<file path="config.mk">
export PLATFORM = sky130hd
export DESIGN_NAME = mem_access_ctrl_flat
export DESIGN_NICKNAME = d
export VERILOG_FILES = /design/src/rtl/mem_access_ctrl_if.sv /design/src/rtl/mem_access_ctrl.sv /design/src/flat_wrapper.sv
export SDC_FILE = /design/constraint.sdc
export NUM_CORES = 1
export LEC_CHECK = 0
export CORE_MARGIN = 1.5
export CORE_UTILIZATION = 43
export DETAILED_ROUTE_END_ITERATION = 10
export GPL_TIMING_DRIVEN = 0
export PLACE_DENSITY = 0.86
export SYNTH_ARGS = -nofsm -noshare
export SYNTH_HDL_FRONTEND = slang
export SYNTH_SLANG_ARGS = --single-unit
</file>
<file path="constraint.sdc">
create_clock -name clk -period 2 [get_ports clk]
set_input_delay 0.5 -clock clk [delete_from_list [all_inputs] [get_ports clk]]
set_output_delay 0.5 -clock clk [all_outputs]
set_load 0.1 [all_outputs]
</file>
<file path="src/rtl/mem_access_ctrl_if.sv">
// ---------------------------------------------------------------------------
// mem_access_ctrl_if
// Bundles the request/response handshake and the SRAM/IO bus signals of the
// memory-access sequencer.
//   req_valid/req_ready/req_we/req_addr/req_wdata : request handshake
//   rsp_valid/rsp_ready/rsp_rdata                 : response handshake
//   mem_addr/mem_wdata/mem_mem_ena/mem_wr_ena     : bus drive
//   mem_rdata                                     : bus read data
// Modports:
//   slave  : the sequencer itself
//   master : the environment (requester plus memory) around it
// ---------------------------------------------------------------------------
interface mem_access_ctrl_if #(
  parameter int DATA_WIDTH = 16,
  parameter int ADDR_WIDTH = 16
) ();

  logic                  req_valid;
  logic                  req_ready;
  logic                  req_we;
  logic [ADDR_WIDTH-1:0] req_addr;
  logic [DATA_WIDTH-1:0] req_wdata;

  logic                  rsp_valid;
  logic                  rsp_ready;
  logic [DATA_WIDTH-1:0] rsp_rdata;

  logic [ADDR_WIDTH-1:0] mem_addr;
  logic [DATA_WIDTH-1:0] mem_wdata;
  logic                  mem_mem_ena;
  logic                  mem_wr_ena;
  logic [DATA_WIDTH-1:0] mem_rdata;

  modport slave (
    input  req_valid, req_we, req_addr, req_wdata, rsp_ready, mem_rdata,
    output req_ready, rsp_valid, rsp_rdata,
           mem_addr, mem_wdata, mem_mem_ena, mem_wr_ena
  );

  modport master (
    output req_valid, req_we, req_addr, req_wdata, rsp_ready, mem_rdata,
    input  req_ready, rsp_valid, rsp_rdata,
           mem_addr, mem_wdata, mem_mem_ena, mem_wr_ena
  );

endinterface

</file>
<file path="src/rtl/mem_access_ctrl.sv">
// ---------------------------------------------------------------------------
// mem_access_ctrl
// Memory-access sequencer between the SLC-3 control FSM (MAR/MDR path) and
// the SRAM/IO bus. Accepts one read or write per request handshake, holds the
// bus enables for a configurable number of wait states, captures read data
// and returns a response under a valid/ready handshake.
// Ports:
//   clk          : rising-edge clock
//   reset        : asynchronous, active-low reset (0 = reset)
//   bus          : mem_access_ctrl_if.slave (request, response, bus signals)
//   busy         : high whenever the sequencer is not idle
//   access_count : completed accesses, wraps modulo 2^CNT_WIDTH
// The interface instance must use the same DATA_WIDTH/ADDR_WIDTH as this
// module.
// ---------------------------------------------------------------------------
module mem_access_ctrl #(
  parameter int DATA_WIDTH = 16,
  parameter int ADDR_WIDTH = 16,
  parameter int RD_LATENCY = 2,
  parameter int WR_LATENCY = 1,
  parameter int CNT_WIDTH  = 16
) (
  input  logic                 clk,
  input  logic                 reset,
  mem_access_ctrl_if.slave     bus,
  output logic                 busy,
  output logic [CNT_WIDTH-1:0] access_count
);

  localparam int MAX_LAT    = (RD_LATENCY > WR_LATENCY) ? RD_LATENCY : WR_LATENCY;
  localparam int WAIT_W_RAW = $clog2(MAX_LAT + 1);
  localparam int WAIT_W     = (WAIT_W_RAW < 1) ? 1 : WAIT_W_RAW;

  // Terminal wait-count values: ACCESS ends on the edge where the counter
  // reaches LAT-1, so the enables are held for exactly LAT cycles.
  localparam logic [WAIT_W-1:0] RD_LAST = WAIT_W'(RD_LATENCY - 1);
  localparam logic [WAIT_W-1:0] WR_LAST = WAIT_W'(WR_LATENCY - 1);

  if (RD_LATENCY < 1) begin : g_bad_rd_latency
    $error("mem_access_ctrl: RD_LATENCY must be >= 1");
  end
  if (WR_LATENCY < 1) begin : g_bad_wr_latency
    $error("mem_access_ctrl: WR_LATENCY must be >= 1");
  end
  if (CNT_WIDTH < 1) begin : g_bad_cnt_width
    $error("mem_access_ctrl: CNT_WIDTH must be >= 1");
  end

  typedef enum logic [1:0] {
    S_IDLE,
    S_ACCESS,
    S_RESP
  } state_t;

  state_t            state;
  logic [WAIT_W-1:0] wait_cnt;
  logic              we_lat;
  logic              last_beat;

  // The terminal count depends only on registered state, so no request or
  // response input can reach an output combinationally.
  assign last_beat = we_lat ? (wait_cnt == WR_LAST) : (wait_cnt == RD_LAST);

  assign busy = (state != S_IDLE);

  // Single sequencing process. Every bus-facing output is a register updated
  // here, so the enables drop the moment reset asserts, even mid-access, and
  // mem_addr/mem_wdata only change when a new request is latched.
  always_ff @(posedge clk or negedge reset) begin
    if (!reset) begin
      state           <= S_IDLE;
      wait_cnt        <= '0;
      we_lat          <= 1'b0;
      bus.req_ready   <= 1'b1;
      bus.rsp_valid   <= 1'b0;
      bus.rsp_rdata   <= '0;
      bus.mem_addr    <= '0;
      bus.mem_wdata   <= '0;
      bus.mem_mem_ena <= 1'b0;
      bus.mem_wr_ena  <= 1'b0;
      access_count    <= '0;
    end else begin
      case (state)
        S_IDLE: begin
          if (bus.req_valid) begin
            state           <= S_ACCESS;
            wait_cnt        <= '0;
            we_lat          <= bus.req_we;
            bus.mem_addr    <= bus.req_addr;
            bus.mem_wdata   <= bus.req_wdata;
            bus.req_ready   <= 1'b0;
            bus.mem_mem_ena <= 1'b1;
            bus.mem_wr_ena  <= bus.req_we;
          end
        end

        S_ACCESS: begin
          if (last_beat) begin
            state           <= S_RESP;
            bus.mem_mem_ena <= 1'b0;
            bus.mem_wr_ena  <= 1'b0;
            bus.rsp_valid   <= 1'b1;
            if (!we_lat) begin
              bus.rsp_rdata <= bus.mem_rdata;
            end
          end else begin
            wait_cnt <= wait_cnt + 1'b1;
          end
        end

        S_RESP: begin
          if (bus.rsp_ready) begin
            state         <= S_IDLE;
            bus.rsp_valid <= 1'b0;
            bus.req_ready <= 1'b1;
            access_count  <= access_count + 1'b1;
          end
        end

        default: begin
          state           <= S_IDLE;
          bus.rsp_valid   <= 1'b0;
          bus.req_ready   <= 1'b1;
          bus.mem_mem_ena <= 1'b0;
          bus.mem_wr_ena  <= 1'b0;
        end
      endcase
    end
  end

endmodule
</file>
<file path="src/flat_wrapper.sv">
// flat-port wrapper written by rule: the top's interface ports become plain ports
module mem_access_ctrl_flat 
#(
  parameter int DATA_WIDTH = 16,
  parameter int ADDR_WIDTH = 16,
  parameter int RD_LATENCY = 2,
  parameter int WR_LATENCY = 1,
  parameter int CNT_WIDTH  = 16
)
  (clk, reset, busy, access_count, bus_req_valid, bus_req_we, bus_req_addr, bus_req_wdata, bus_rsp_ready, bus_mem_rdata, bus_req_ready, bus_rsp_valid, bus_rsp_rdata, bus_mem_addr, bus_mem_wdata, bus_mem_mem_ena, bus_mem_wr_ena);
  mem_access_ctrl_if #(.DATA_WIDTH(DATA_WIDTH), .ADDR_WIDTH(ADDR_WIDTH)) bus_i ();
  input  logic clk;
  input  logic reset;
  output logic busy;
  output logic [CNT_WIDTH-1:0] access_count;
  input wire logic [$bits(bus_i.req_valid)-1:0] bus_req_valid;
  input wire logic [$bits(bus_i.req_we)-1:0] bus_req_we;
  input wire logic [$bits(bus_i.req_addr)-1:0] bus_req_addr;
  input wire logic [$bits(bus_i.req_wdata)-1:0] bus_req_wdata;
  input wire logic [$bits(bus_i.rsp_ready)-1:0] bus_rsp_ready;
  input wire logic [$bits(bus_i.mem_rdata)-1:0] bus_mem_rdata;
  output wire logic [$bits(bus_i.req_ready)-1:0] bus_req_ready;
  output wire logic [$bits(bus_i.rsp_valid)-1:0] bus_rsp_valid;
  output wire logic [$bits(bus_i.rsp_rdata)-1:0] bus_rsp_rdata;
  output wire logic [$bits(bus_i.mem_addr)-1:0] bus_mem_addr;
  output wire logic [$bits(bus_i.mem_wdata)-1:0] bus_mem_wdata;
  output wire logic [$bits(bus_i.mem_mem_ena)-1:0] bus_mem_mem_ena;
  output wire logic [$bits(bus_i.mem_wr_ena)-1:0] bus_mem_wr_ena;
  assign bus_i.req_valid = bus_req_valid;
  assign bus_i.req_we = bus_req_we;
  assign bus_i.req_addr = bus_req_addr;
  assign bus_i.req_wdata = bus_req_wdata;
  assign bus_i.rsp_ready = bus_rsp_ready;
  assign bus_i.mem_rdata = bus_mem_rdata;
  assign bus_req_ready = bus_i.req_ready;
  assign bus_rsp_valid = bus_i.rsp_valid;
  assign bus_rsp_rdata = bus_i.rsp_rdata;
  assign bus_mem_addr = bus_i.mem_addr;
  assign bus_mem_wdata = bus_i.mem_wdata;
  assign bus_mem_mem_ena = bus_i.mem_mem_ena;
  assign bus_mem_wr_ena = bus_i.mem_wr_ena;
  mem_access_ctrl #(.DATA_WIDTH(DATA_WIDTH), .ADDR_WIDTH(ADDR_WIDTH), .RD_LATENCY(RD_LATENCY), .WR_LATENCY(WR_LATENCY), .CNT_WIDTH(CNT_WIDTH)) u_core (.clk(clk), .reset(reset), .bus(bus_i), .busy(busy), .access_count(access_count));
endmodule
</file>
==> impl_metrics.json <==
{
  "crit_chain": "clkdlybuf4s15_2",
  "cts.sinks": 73,
  "drt_iter0_drc": 84,
  "slew_violations": 0,
  "root_buffer": "clkbuf_8",
  "fin_crit_sh": 0.959,
  "cts_setup_buffers": 0,
  "multiInputGateArea_um2": 1170,
  "syn_area_per_cell_um2": 14.7,
  "startpoint": "u_core.bus.req_ready",
  "nNetsFinal": 399,
  "grt_pass1_vias": 2184,
  "dieArea_um2": 7710,
  "wl_met1_um": 2840,
  "antenna_cells": 0,
  "crit_fanout": 3,
  "drive_gt1_frac": 0.454,
  "gp_congestion": 0.799,
  "hold-worst-slack_ns": 0.285,
  "cts_tree": "yes",
  "ys_ff_latch": 73,
  "ys_types": 37,
  "drt_wl_total_um": 6770,
  "place_worst_setup_slack_ns": -0.325,
  "fin_skew_ns": 0.0152,
  "dp_hpwl_um": 5010,
  "wl_met2_um": 3420,
  "drv_cap": 0,
  "dieWidth_um": 87.8,
  "r2r_start": "u_core.wait_cnt[1]",
  "row_count": 30,
  "ant_nets": 0,
  "final_cell_area_um2": 4690,
  "rsz0062_at_grt": "false",
  "num_vias": 2122,
  "synthTopCellsByCount": "dfrtp_1, mux2_2, nor2_1",
  "timing_hold_violations_final": 0,
  "setup_ws_ns": 0.0821,
  "grt_util_all_layers": 0.181,
  "synth_nets": 267,
  "synth_most_common_cell": "dfrtp_1",
  "grt_max_degree": 74,
  "seq_area_um2": 1840,
  "synth-edff-count": 0,
  "core_area_um2": 6870,
  "clk_transition_reported_paths_ns": 0.08,
  "start_util": 0.450,
  "cp_slowest_cell": "clkdlybuf4s15_2",
  "worst_pin_slew_ns": 0.884,
  "die_h_um": 87.8,
  "wl_met3_um": 429,
  "syn-cell-area_um2": 3090,
  "fill_cells": 515,
  "first_pass_iters": 4,
  "synthArstFlopShare": 1.00,
  "cp-end-kind": "output port",
  "max_stage_delay_ns": 0.55,
  "cts_buffers": 9,
  "setup_violations": 0,
  "synth_seq_area_share": 0.591,
  "postPlaceCellArea_um2": 4430,
  "fmax_mhz": 521,
  "cts.path.max_buffers": 2,
  "io_pins": 122,
  "synth-main-ff-cell": "dfrtp_1",
  "portBuffers": 121,
  "antenna_found_initial": 0,
  "synthCells": 211,
  "maxSlewHeadroom": 0.411,
  "yosys_warnings": 0,
  "h-tree-depth": 3,
  "post_drt_wl_per_cell_um": 15.2,
  "worst-path-buf-inv": 1,
  "crit_arrival_ns": 1.42,
  "clk_latency_ns": 0.34,
  "via_per_inst": 4.78,
  "worstSetupPathType": "flip-flop to output port",
  "gr-total-overflow": 0,
  "status": "finished clean",
  "drc": 0,
  "top_layer": "met4",
  "synth_area_leader_cell": "dfrtp_1",
  "grt_first_pass_wirelength_um": 10600,
  "cp.required_ns": 1.50,
  "cp-start-kind": "flip-flop",
  "area_growth_pct": 51.6,
  "period_minus_slack_ns": 1.92,
  "cp_top_family": "buffers and inverters",
  "synth_top_area_share": 0.583,
  "synth.area.top_cells": "dfrtp_1, mux2_2, mux2_4",
  "hold_class": "input port to asynchronous set/reset pin"
}
-- cell type report --
type,instances,share of cell area
Sequential cell,73,0.392
Timing Repair Buffer,121,0.274
Multi-Input combinational cell,126,0.250
Clock buffer,10,0.0294
Tap cell,96,0.0256
Buffer,8,0.0163
Clock inverter,6,0.00881
Inverter,4,0.00320
-- cells by family (layout without fill, tap and decap cells) --
logic type,after synthesis,count (layout),synth area share
buffers and inverters,12,149,0.0295
AO/OA/AOI/OAI,12,12,0.0275
multiplexers,53,53,0.205
adder cells (fa/ha/maj),3,3,0.0121
XOR/XNOR,15,15,0.0425
AND/OR/NAND/NOR,43,43,0.0923
flip-flops,73,73,0.591
-- worst paths after layout --
path                                       endpoint  slack, ns  depth (start not counted)
hold / removal              u_core.bus.mem_wdata[2]       0.28                          1
min in group clk             u_core.bus.mem_addr[7]       0.49                          1
max in group asynchronous    u_core.access_count[0]       1.08                          1
setup / recovery                      bus_req_ready       0.08                          1
setup reg to reg           u_core.bus.rsp_rdata[10]       0.37                          6
hold reg to reg              u_core.bus.mem_addr[7]       0.49                          1
-- registers in the layout, indices dropped and copies added (netlist names) --
register                count
u_core.access_count        16
u_core.bus.mem_addr        16
u_core.bus.mem_wdata       16
u_core.bus.rsp_rdata       16
u_core.state                2
u_core.wait_cnt             2
u_core.bus.mem_mem_ena      1
u_core.bus.mem_wr_ena       1
u_core.bus.req_ready        1
u_core.bus.rsp_valid        1
u_core.we_lat               1
-- per-stage QoR --
stage | instances | TNS, ns | utilization
after floorplan | 211 | 0 | -
after global placement | 428 | -147.98 | 0.645
after detailed placement | 428 | -1.26 | 0.645
after CTS | 444 | -0.0977 | 0.683
after global routing | 444 | 0 | 0.682
final | 444 | 0 | 0.682
-- cells in the final DEF (no fill, tap or decap), types with 5 or more instances in the layout --
| cell type | n |
|---|---|
| xor2_1 | 7 |
| mux2_2 | 40 |
| nand2_1 | 7 |
| dfrtp_2 | 8 |
| clkdlybuf4s15_2 | 67 |
| dfrtp_1 | 64 |
| buf_6 | 6 |
| xnor2_1 | 8 |
| nand3_1 | 5 |
| clkbuf_8 | 10 |
| mux2_4 | 10 |
| clkdlybuf4s50_1 | 51 |
| nor2_1 | 12 |
-- layer usage --
metal	GRT usage	up-vias
met3	0.0405	8
met2	0.315	80
met5	0	-
met4	0.0678	0
met1	0.218	1027
li1	-	1007
-- repair_timing --
action	CTS	global route
pin swaps	0	0
hold buffers	0	0
setup endpoints to repair	69	2
gates resized for setup	206	4
endpoints found under the hold margin	0	0
Power is not shown: default switching activity piles up to over one toggle a cycle in this logic, so the estimate is an artifact.
==> edit: new RTL, same settings <==
`DATA_WIDTH` is set to 16 in 3 places; all go to 14.
--- a/src/rtl/mem_access_ctrl_if.sv
+++ b/src/rtl/mem_access_ctrl_if.sv
@@ -11,7 +11,7 @@
 //   master : the environment (requester plus memory) around it
 // ---------------------------------------------------------------------------
 interface mem_access_ctrl_if #(
-  parameter int DATA_WIDTH = 16,
+  parameter int DATA_WIDTH = 14,
   parameter int ADDR_WIDTH = 16
 ) ();
 
--- a/src/rtl/mem_access_ctrl.sv
+++ b/src/rtl/mem_access_ctrl.sv
@@ -14,7 +14,7 @@
 // module.
 // ---------------------------------------------------------------------------
 module mem_access_ctrl #(
-  parameter int DATA_WIDTH = 16,
+  parameter int DATA_WIDTH = 14,
   parameter int ADDR_WIDTH = 16,
   parameter int RD_LATENCY = 2,
   parameter int WR_LATENCY = 1,
--- a/src/flat_wrapper.sv
+++ b/src/flat_wrapper.sv
@@ -1,7 +1,7 @@
 // flat-port wrapper written by rule: the top's interface ports become plain ports
 module mem_access_ctrl_flat 
 #(
-  parameter int DATA_WIDTH = 16,
+  parameter int DATA_WIDTH = 14,
   parameter int ADDR_WIDTH = 16,
   parameter int RD_LATENCY = 2,
   parameter int WR_LATENCY = 1,
Ports: changed (resized bus_mem_rdata, bus_mem_wdata, bus_req_wdata and bus_rsp_rdata); port bits go from 122 to 114. The function was not compared with the original's and may differ.
==> edit against the original RTL <==
  * Sequential cell count is 4 lower
  * Setup slack worse by 26 ps
  * Final cell count shrank 8.3%
  * Critical path depth rose by 2
  * Area after synthesis is 9.3% lower
  * Wire length shrank 11%
  * Cell area down 6.5%
Power is not shown: default switching activity piles up to over one toggle a cycle in this logic, so the estimate is an artifact.
==> edit: results (changes against the original RTL) <==
fraction of layout instances using a drive strength above 1 -> 47.0% (was 45.4%)
Commonest cells post-synth -> 68 x dfrtp_1, 48 x mux2_2, 13 x xnor2_1 (was 72 x dfrtp_1, 40 x mux2_2, 12 x nor2_1)
post-synthesis sequential area ratio -> 61.6% (was 59.1%)
Placer Congestion -> 0.777 (was 0.799)
fill count -> 468 (was 515)
fin nets -> 378 (was 399)
vias in the first global route -> 2130 (was 2184)
PortBufs -> 113 (was 121)
maximum fanout along the worst path -> 10 (was 3)
register clock-pin slew on the reported worst setup and hold paths -> 70 ps
Synth Net Count -> 251 (was 267)
pin count of the biggest net entering global routing -> 70 (was 74)
critical path's largest stage delay -> 430 ps (was 550 ps)
complex-gate fraction of the synthesized area -> 3.03% (was 2.75%)
YS warnings -> 0 (unchanged)
synth top area cells -> dfrtp_1 61%, mux2_2 19%, xnor2_1 4.1% (was dfrtp_1 58%, mux2_2 15%, mux2_4 4.9%)
Worst Hold Class -> in -> async (unchanged)
First-pass DRT Iterations -> 4 (unchanged)
post-synth cell types -> 32 (was 37)
# setup viols final -> 0 (unchanged)
relative slew slack -> 43.6% (was 41.1%)
Post-Synth Adder-Cell Area -> 1.34% (was 1.21%)
H-Tree Level Count -> 3 (unchanged)
first-pass GRT wire length -> 10200 um (was 10600 um)
DP Worst Slack -> -593 ps (was -325 ps)
initial DRC count -> 53 (was 84)
Largest regs -> u_core.access_count: 16 flops, u_core.bus.mem_addr: 16 flops
Max Clock Skew -> 12.1 ps (was 15.2 ps)
reg2reg start -> u_core.state[0]$_DFFE_PN0P_ (was u_core.wait_cnt[1]$_DFFE_PN0P_)
Critical R2R Capture -> u_core.access_count[15]$_DFFE_PN0P_ (was u_core.bus.rsp_rdata[10]$_DFFE_PN0P_)
Async S/R FF share, synth -> 100% (unchanged)
latest clock arrival within the worst-skew pair -> 330 ps
WL final -> 6040 um (was 6770 um)
Vias -> 2039 (was 2122)
Tot GR Track Use -> 18.3% (was 18.1%)
Num CTS Buffers -> 9 (unchanged)
share of the synthesized area in the top cell type -> 60.7% (was 58.3%)
CTS root buf -> clkbuf_8 (unchanged)
status -> finished, final reports clean (unchanged)
Crit-path slowest cell -> dfrtp_2 (was clkdlybuf4s15_2)
initial antenna violation count -> 0 (unchanged)
antenna cells -> 0 (unchanged)
Final HPWL DP -> 4270 um (was 5010 um)
WP data arrival -> 1440 ps (was 1420 ps)
worst reg-to-reg path cell count -> 6 (unchanged)
Largest delay share family, worst path -> flip-flops (was buffers and inverters)
Post-Synth XOR/XNOR Area -> 4.68% (was 4.25%)
multiplexer share of the synthesized area -> 19.6% (was 20.5%)
clk buf depth -> 2 (unchanged)
r2r setup slk -> 120 ps (was 370 ps)
## edit: cells by family (layout without fill, tap and decap cells)
group / Yosys count / in the layout
flops: 69 / 69
mux: 49 / 49
simple gates: 38 / 38
xor+xnor: 15 / 15
buf+inv: 13 / 144
compound gates: 12 / 12
fa+ha+maj: 3 / 3
## edit: metrics by stage
step / hold slack, ps / cell area, um2 / utilization [%] / std cells
6_report: 279 / 4380 / 69.4 / 407
5_1_grt: 351 / 4380 / 69.4 / 407
4_1_cts: 306 / 4340 / 68.8 / 404
3_5_place_dp: 476 / 4040 / 64.0 / 389
3_3_place_gp: 460 / 4050 / 64.1 / 389
2_1_floorplan: 204 / 2820 / - / 199
## edit: worst max path at each step
| stage | startpoint | endpoint | slack, ps | depth (start not counted) |
|---|---|---|---|---|
| 6_report | u_core.state[0]$_DFFE_PN0P_ | busy | 60 | 3 |
| 5_1_grt | u_core.state[0]$_DFFE_PN0P_ | busy | 6 | 3 |
| 4_1_cts | u_core.bus.mem_wdata[5]$_DFFE_PN0P_ | bus_mem_wdata[5] | 5 | 1 |
| 3_5_place_dp | u_core.state[0]$_DFFE_PN0P_ | busy | -590 | 3 |
| 3_3_place_gp | reset | u_core.access_count[1]$_DFFE_PN0P_ | -2150 | 1 |
| 2_1_floorplan | u_core.access_count[2]$_DFFE_PN0P_ | u_core.access_count[15]$_DFFE_PN0P_ | 10 | 4 |
## edit: repair_timing
action,4_1_cts,5_1_grt
gates resized for setup,207,9
setup endpoints to repair,105,23
buffers inserted,0,3
## edit: routing by layer
metal / track usage, % / vias up / wire (um)
li1: - / 951 / -
met5: 0 / - / 0
met4: 6.71 / 0 / 74
met2: 31.3 / 62 / 3050
met3: 4.25 / 7 / 310
met1: 22.5 / 1019 / 2600
## edit: cell type report
| class | instances | share of cell area, % |
|---|---|---|
| Inverter | 5 | 0.428 |
| Multi-Input combinational cell | 117 | 23.6 |
| Tap cell | 77 | 2.20 |
| Timing Repair Buffer | 116 | 28.0 |
| Clock buffer | 14 | 3.94 |
| Buffer | 8 | 1.31 |
| Clock inverter | 1 | 0.685 |
| Sequential cell | 69 | 39.7 |
